$ cat config.mk
export PLATFORM = sky130hd
export DESIGN_NAME = serial_ripple_adder
export DESIGN_NICKNAME = d
export VERILOG_FILES = /design/src/rtl/serial_add_pkg.sv /design/src/rtl/seg_ripple_cell.sv /design/src/rtl/serial_ripple_adder.sv
export SDC_FILE = /design/constraint.sdc
export NUM_CORES = 1
export LEC_CHECK = 0
export ABC_AREA = 1
export BUFFER_PORTS_ARGS = -buffer_cell sky130_fd_sc_hd__buf_2
export CAP_MARGIN = 20
export CELL_PAD_IN_SITES_DETAIL_PLACEMENT = 1
export CELL_PAD_IN_SITES_GLOBAL_PLACEMENT = 2
export CORE_UTILIZATION = 33
export CTS_CLUSTER_SIZE = 20
export DETAILED_ROUTE_END_ITERATION = 8
export GPL_ROUTABILITY_DRIVEN = 0
export GPL_TIMING_DRIVEN = 0
export PLACE_DENSITY_LB_ADDON = 0.1
export SYNTH_ARGS = -nofsm -noshare
export SYNTH_HDL_FRONTEND = slang
export SYNTH_SLANG_ARGS = --single-unit
export TNS_END_PERCENT = 1
$ cat constraint.sdc
create_clock -name clk -period 7.3 [get_ports clk]
set_clock_uncertainty 0.15 [all_clocks]
set_input_delay 0.365 -clock clk [delete_from_list [all_inputs] [get_ports clk]]
set_output_delay 0.365 -clock clk [all_outputs]
set_load 0.01 [all_outputs]
$ cat src/rtl/serial_add_pkg.sv
// Shared types and helpers for the segmented serial ripple adder.
package serial_add_pkg;

    typedef enum logic [1:0] {
        IDLE = 2'd0,
        RUN  = 2'd1,
        DONE = 2'd2
    } serial_add_state_t;

    // Segment index width: clog2 of the segment count, never narrower than one bit.
    function automatic int idx_width(input int nseg);
        int w;
        w = $clog2(nseg);
        return (w < 1) ? 1 : w;
    endfunction

endpackage

$ cat src/rtl/seg_ripple_cell.sv
// One SEG-bit slice of the adder: a plain bitwise full-adder chain, no state.
module seg_ripple_cell #(
    parameter int SEG = 4
) (
    input  logic [SEG-1:0] a_seg,
    input  logic [SEG-1:0] b_seg,
    input  logic           ci,
    output logic [SEG-1:0] s_seg,
    output logic           co
);

    logic [SEG:0] carry_s;

    // Ripple the carry bit by bit through the slice.
    always_comb begin
        carry_s    = '0;
        s_seg      = '0;
        carry_s[0] = ci;
        for (int i = 0; i < SEG; i++) begin
            s_seg[i]     = a_seg[i] ^ b_seg[i] ^ carry_s[i];
            carry_s[i+1] = (a_seg[i] & b_seg[i]) | (carry_s[i] & (a_seg[i] ^ b_seg[i]));
        end
        co = carry_s[SEG];
    end

endmodule

$ cat src/rtl/serial_ripple_adder.sv
// Multi-cycle segmented ripple adder: one SEG-bit slice per clock, carry held in a flop.
// Optional build macro SERIAL_ADD_EARLY_EXIT_EN enables the zero-operand early exit.
module serial_ripple_adder
    import serial_add_pkg::*;
#(
    parameter int WIDTH = 24,
    parameter int SEG   = 4
) (
    input  logic             clk,
    input  logic             rst_n,
    input  logic             in_valid,
    output logic             in_ready,
    input  logic [WIDTH-1:0] a,
    input  logic [WIDTH-1:0] b,
    input  logic             cin,
    output logic             out_valid,
    input  logic             out_ready,
    output logic [WIDTH-1:0] sum,
    output logic             cout,
    output logic             busy
);

    localparam int NSEG = WIDTH / SEG;
    localparam int IDXW = idx_width(NSEG);
    localparam logic [IDXW-1:0] LAST_IDX = IDXW'(NSEG - 1);

    serial_add_state_t state_q, state_d;
    logic [WIDTH-1:0]  a_q, a_d;
    logic [WIDTH-1:0]  b_q, b_d;
    logic [WIDTH-1:0]  sum_q, sum_d;
    logic              carry_q, carry_d;
    logic              cout_q, cout_d;
    logic [IDXW-1:0]   idx_q, idx_d;

    logic [SEG-1:0]    a_seg_s;
    logic [SEG-1:0]    b_seg_s;
    logic [SEG-1:0]    s_seg_s;
    logic              co_s;
    logic              early_exit_s;

    assign a_seg_s = a_q[int'(idx_q)*SEG +: SEG];
    assign b_seg_s = b_q[int'(idx_q)*SEG +: SEG];

    seg_ripple_cell #(
        .SEG (SEG)
    ) u_cell (
        .a_seg (a_seg_s),
        .b_seg (b_seg_s),
        .ci    (carry_q),
        .s_seg (s_seg_s),
        .co    (co_s)
    );

`ifdef SERIAL_ADD_EARLY_EXIT_EN
    logic [WIDTH-1:0] upper_s;

    // Nothing left to add once the carry dies and every higher operand bit is zero.
    always_comb begin
        upper_s      = (a_q | b_q) >> ((int'(idx_q) + 1) * SEG);
        early_exit_s = (idx_q < LAST_IDX) && !co_s && (upper_s == '0);
    end
`else
    assign early_exit_s = 1'b0;
`endif

    // Next-state and datapath update.
    always_comb begin
        state_d = state_q;
        a_d     = a_q;
        b_d     = b_q;
        sum_d   = sum_q;
        carry_d = carry_q;
        cout_d  = cout_q;
        idx_d   = idx_q;
        case (state_q)
            IDLE: begin
                if (in_valid) begin
                    a_d     = a;
                    b_d     = b;
                    carry_d = cin;
                    idx_d   = '0;
                    sum_d   = '0;
                    state_d = RUN;
                end else begin
                    state_d = IDLE;
                end
            end
            RUN: begin
                sum_d[int'(idx_q)*SEG +: SEG] = s_seg_s;
                carry_d = co_s;
                idx_d   = idx_q + IDXW'(1);
                if (idx_q == LAST_IDX) begin
                    cout_d  = co_s;
                    state_d = DONE;
                end else if (early_exit_s) begin
                    cout_d  = 1'b0;
                    state_d = DONE;
                end else begin
                    state_d = RUN;
                end
            end
            DONE: begin
                if (out_ready) begin
                    state_d = IDLE;
                end else begin
                    state_d = DONE;
                end
            end
            default: begin
                state_d = IDLE;
            end
        endcase
    end

    // State and datapath registers.
    always_ff @(posedge clk or negedge rst_n) begin
        if (!rst_n) begin
            state_q <= IDLE;
            a_q     <= '0;
            b_q     <= '0;
            sum_q   <= '0;
            carry_q <= 1'b0;
            cout_q  <= 1'b0;
            idx_q   <= '0;
        end else begin
            state_q <= state_d;
            a_q     <= a_d;
            b_q     <= b_d;
            sum_q   <= sum_d;
            carry_q <= carry_d;
            cout_q  <= cout_d;
            idx_q   <= idx_d;
        end
    end

    assign in_ready  = (state_q == IDLE);
    assign out_valid = (state_q == DONE);
    assign busy      = (state_q != IDLE);
    assign sum       = sum_q;
    assign cout      = cout_q;

endmodule

==> impl_metrics.csv <==
group,metric,value,unit
setup_path,cp_max_fo,11,
synth,synth_seq_cells,79,
drt,via_per_inst,4.72,
power,p_leak,2.69,nW
floorplan,pin_count,81,
power,peakVddDrop,0.164,mV
floorplan,dieWidth,110,µm
sta,tns,0,ns
flow_run,drv_cap,0,
sta,slew_headroom,71.1,%
floorplan,core_area,11400,µm²
sta,post-route-period-util,53.5,%
setup_path,cpPeakStageDelay,0.50,ns
synth,syn_inst,497,
setup_path,cp_cell_sequence,"buf_2, inv_2, buf_2, buf_4, nor2_1, nor3_1, a21oi_1, fa_1, inv_1, fa_1, inv_1, fa_1, inv_1, fa_1, inv_1, nor2_1, nand3_1, nand2_1",
synth,synth_area_leaders,"dfrtp_1 (51%), nand2_1 (20%), nand3_1 (4.7%)",
floorplan,die_y,110,µm
clock_network,cts_sinks,79,
synth,synth-simple-area-share,31.7,%
clock_network,htreeDepth,3,
sta,rsz0062_at_grt,"no",
drt,top_layer_used,"met4",
synth,synth_top_area_share,51.1,%
drt,wl_met1,5.87,mm
clock_network,post_cts_resized,0,
synth,muxShareOfSynthArea,0,%
synth,yosys.area_share.xor_xnor,0.227,%
setup_path,r2r_cells,18,
drt,vias,3486,
setup_path,critical_path_class,"register to register",
synth,yosysSeqAreaShare,51.1,%
drt,drc,0,
sta,fmax,0.256,GHz
setup_path,path_buf_inv,8,
final_layout,num_antenna_cells,0,
hold_path,hp-class,"primary input to register",
drt,wirelength,11.2,mm
final_layout,fin_area,4830,µm²
power,p_per_area,516,nW/µm²
setup_path,startpoint_type,"register",
global_route,grt_pass1_vias,3603,
setup_path,cp_data_required_time,7.38,ns
setup_path,path_depth,18,
synth,synth_compound_area_share,5.89,%
clock_network,cts_buffers,9,
drt,drtIter0Drc,151,
clock_network,cts-root-buf,"clkbuf_16",
setup_path,path_delay_family,"adder cells",
floorplan,initial_utilization,33.9,%
drt,wl_met3,356,µm
drt,drtAntennaViolNets,0,
synth,synth_warnings,0,
place,place_area,4480,µm²
global_route,grt_max_degree,50,
synth,synth_top_family_by_area,"simple AND/OR/NAND/NOR gates",
final_layout,drive_gt1_share,21.2,%
clock_network,clkTransAtPathRegs,0.06,ns
floorplan,die_area,12200,µm²
hold_path,min_path_cells,2,
synth,synth_nets,560,
global_route,grt_overflow,0,
global_route,grtUsageTotal,20.4,%
place,io_buffers,80,
synth,ys_types,24,
drt,met2_length,4.81,mm
final_layout,layout.nets,653,
final_layout,utilization,42.3,%
place,hpwl,8.32,mm
synth,synth_top_cell_by_area,"dfrtp_1",
run_status,status,"finished clean",
sta,worst_pin_slew,0.434,ns
setup_path,crit_path_top_delay_cell,"fa_1",
sta,post-route-min-period,3.91,ns
setup_path,r2r_slack,3.39,ns
drt,wl_per_cell,15.2,µm
setup_path,arrival,3.98,ns
floorplan,rows,39,
setup_path,critPathCaptureType,"register",
global_route,antenna_found_initial,0,
final_layout,nFillCells,1463,
synth,syn_area,3870,µm²
global_route,grt_pass1_wl,18.4,mm
synth,synthAdderAreaFrac,4.01,%
final_layout,multiInputGateArea,1620,µm²
synth,syn_area_per_cell,7.78,µm²
final_layout,regArea,1980,µm²
final_layout,area_delta_synth_final,24.9,%
clock_network,cts_max_path_buffers,2,
clock_network,cts_tree,"built",
sta,drv_slew,0,
drt,drtPass1Iterations,4,
clock_network,clk_latency,0.34,ns
sta,hold_viol,0,
sta,setup_violations,0,
sta,worst_hold_slack,0.0652,ns
cell usage after synthesis:
cell	instances
nand2_1	207
dfrtp_1	79
nor2_1	46
nand3_1	36
inv_1	35
o21ai_0	22
buf_2	11
buf_4	9
o21ai_1	8
ha_1	6
nor2_2	6
o211ai_1	5
a21oi_1	4
fa_1	4
nand4_1	4
nor3_1	4
clkinv_1	2
inv_2	2
o22ai_1	2
clkbuf_1	1
nand2_2	1
o31ai_1	1
or2_2	1
xnor2_1	1
metrics by stage:
stage,power (mW),cells,worst slack [ns]
after global placement,1.94,720,3.54
final,2.49,738,3.39
after detailed placement,1.99,721,3.47
after global routing,2.73,738,3.15
after floorplan,1.55,497,4.13
after CTS,2.52,738,3.42
flip-flops by register name, indices dropped and copies added (netlist names):
signal,cells
b_q,24
carry_q,1
state_q,2
cout,1
a_q,24
sum,24
idx_q,3
area by class of cell:
type / count / area share (%)
well taps: 143 / 3.70
clock buffers: 14 / 5.88
inverters: 39 / 3.03
plain buffers: 21 / 2.62
multi-input cells: 358 / 33.5
flip-flops and latches: 79 / 40.9
repair buffers: 82 / 9.12
clock inverters: 2 / 1.24
worst paths after layout:
kind / start / end
min in group asynchronous: rst_n / a_q[0]$_DFFE_PN0P_
hold / removal: out_ready / state_q[1]$_DFF_PN0_
setup / recovery: idx_q[0]$_DFFE_PN0P_ / sum[23]$_DFFE_PN0P_
hold reg to reg: sum[20]$_DFFE_PN0P_ / sum[20]$_DFFE_PN0P_
setup reg to reg: idx_q[0]$_DFFE_PN0P_ / sum[23]$_DFFE_PN0P_
max in group asynchronous: rst_n / sum[14]$_DFFE_PN0P_
worst register-to-register path, delay by kind of cell (launching register included):
kind / cells / cell delay, ns
AO/OA/AOI/OAI: 1 / 0.11
adder cells (fa/ha/maj): 4 / 1.44
buffers and inverters: 8 / 1.06
flip-flops: 1 / 0.42
AND/OR/NAND/NOR: 5 / 0.63
layout by cell type, fill, tap and decap left out, drive strengths merged, types with 2 or more instances in the layout:
| cell type | netlist | routed |
|---|---|---|
| a21oi | 4 | 4 |
| buf | 20 | 101 |
| bufinv | 0 | 2 |
| clkbuf | 1 | 15 |
| clkinv | 2 | 2 |
| dfrtp | 79 | 79 |
| fa | 4 | 4 |
| ha | 6 | 6 |
| inv | 37 | 37 |
| nand2 | 208 | 208 |
| nand3 | 36 | 36 |
| nand4 | 4 | 4 |
| nor2 | 52 | 52 |
| nor3 | 4 | 4 |
| o211ai | 5 | 5 |
| o21ai | 30 | 30 |
| o22ai | 2 | 2 |
cell families after synthesis:
family                     after synthesis
and+or+nand+nor                        305
adders and majority gates               10
xor gates and xnor gates                 1
DFF                                     79
AOI/OAI and AO/OA                       42
buffers and inverters                   60
timing repair:
action	in CTS	in global routing
hold endpoints to repair	30	0
hold buffers	1	0
buffers inserted	0	0
metal layers:
| metal | vias to the layer above | global-route usage (%) |
|---|---|---|
| li1 | 1734 | - |
| met1 | 1675 | 30.2 |
| met2 | 66 | 30.5 |
| met3 | 11 | 2.70 |
| met4 | 0 | 6.77 |
| met5 | - | 0 |
power breakdown:
part	leakage, nW	switching, mW	internal, mW
logic	1.51	0.823	0.414
registers	1.01	0.105	0.635
clock network	0.169	0.177	0.337
total	2.69	1.10	1.39
No activity file was read; power rests on OpenSTA's default activity.
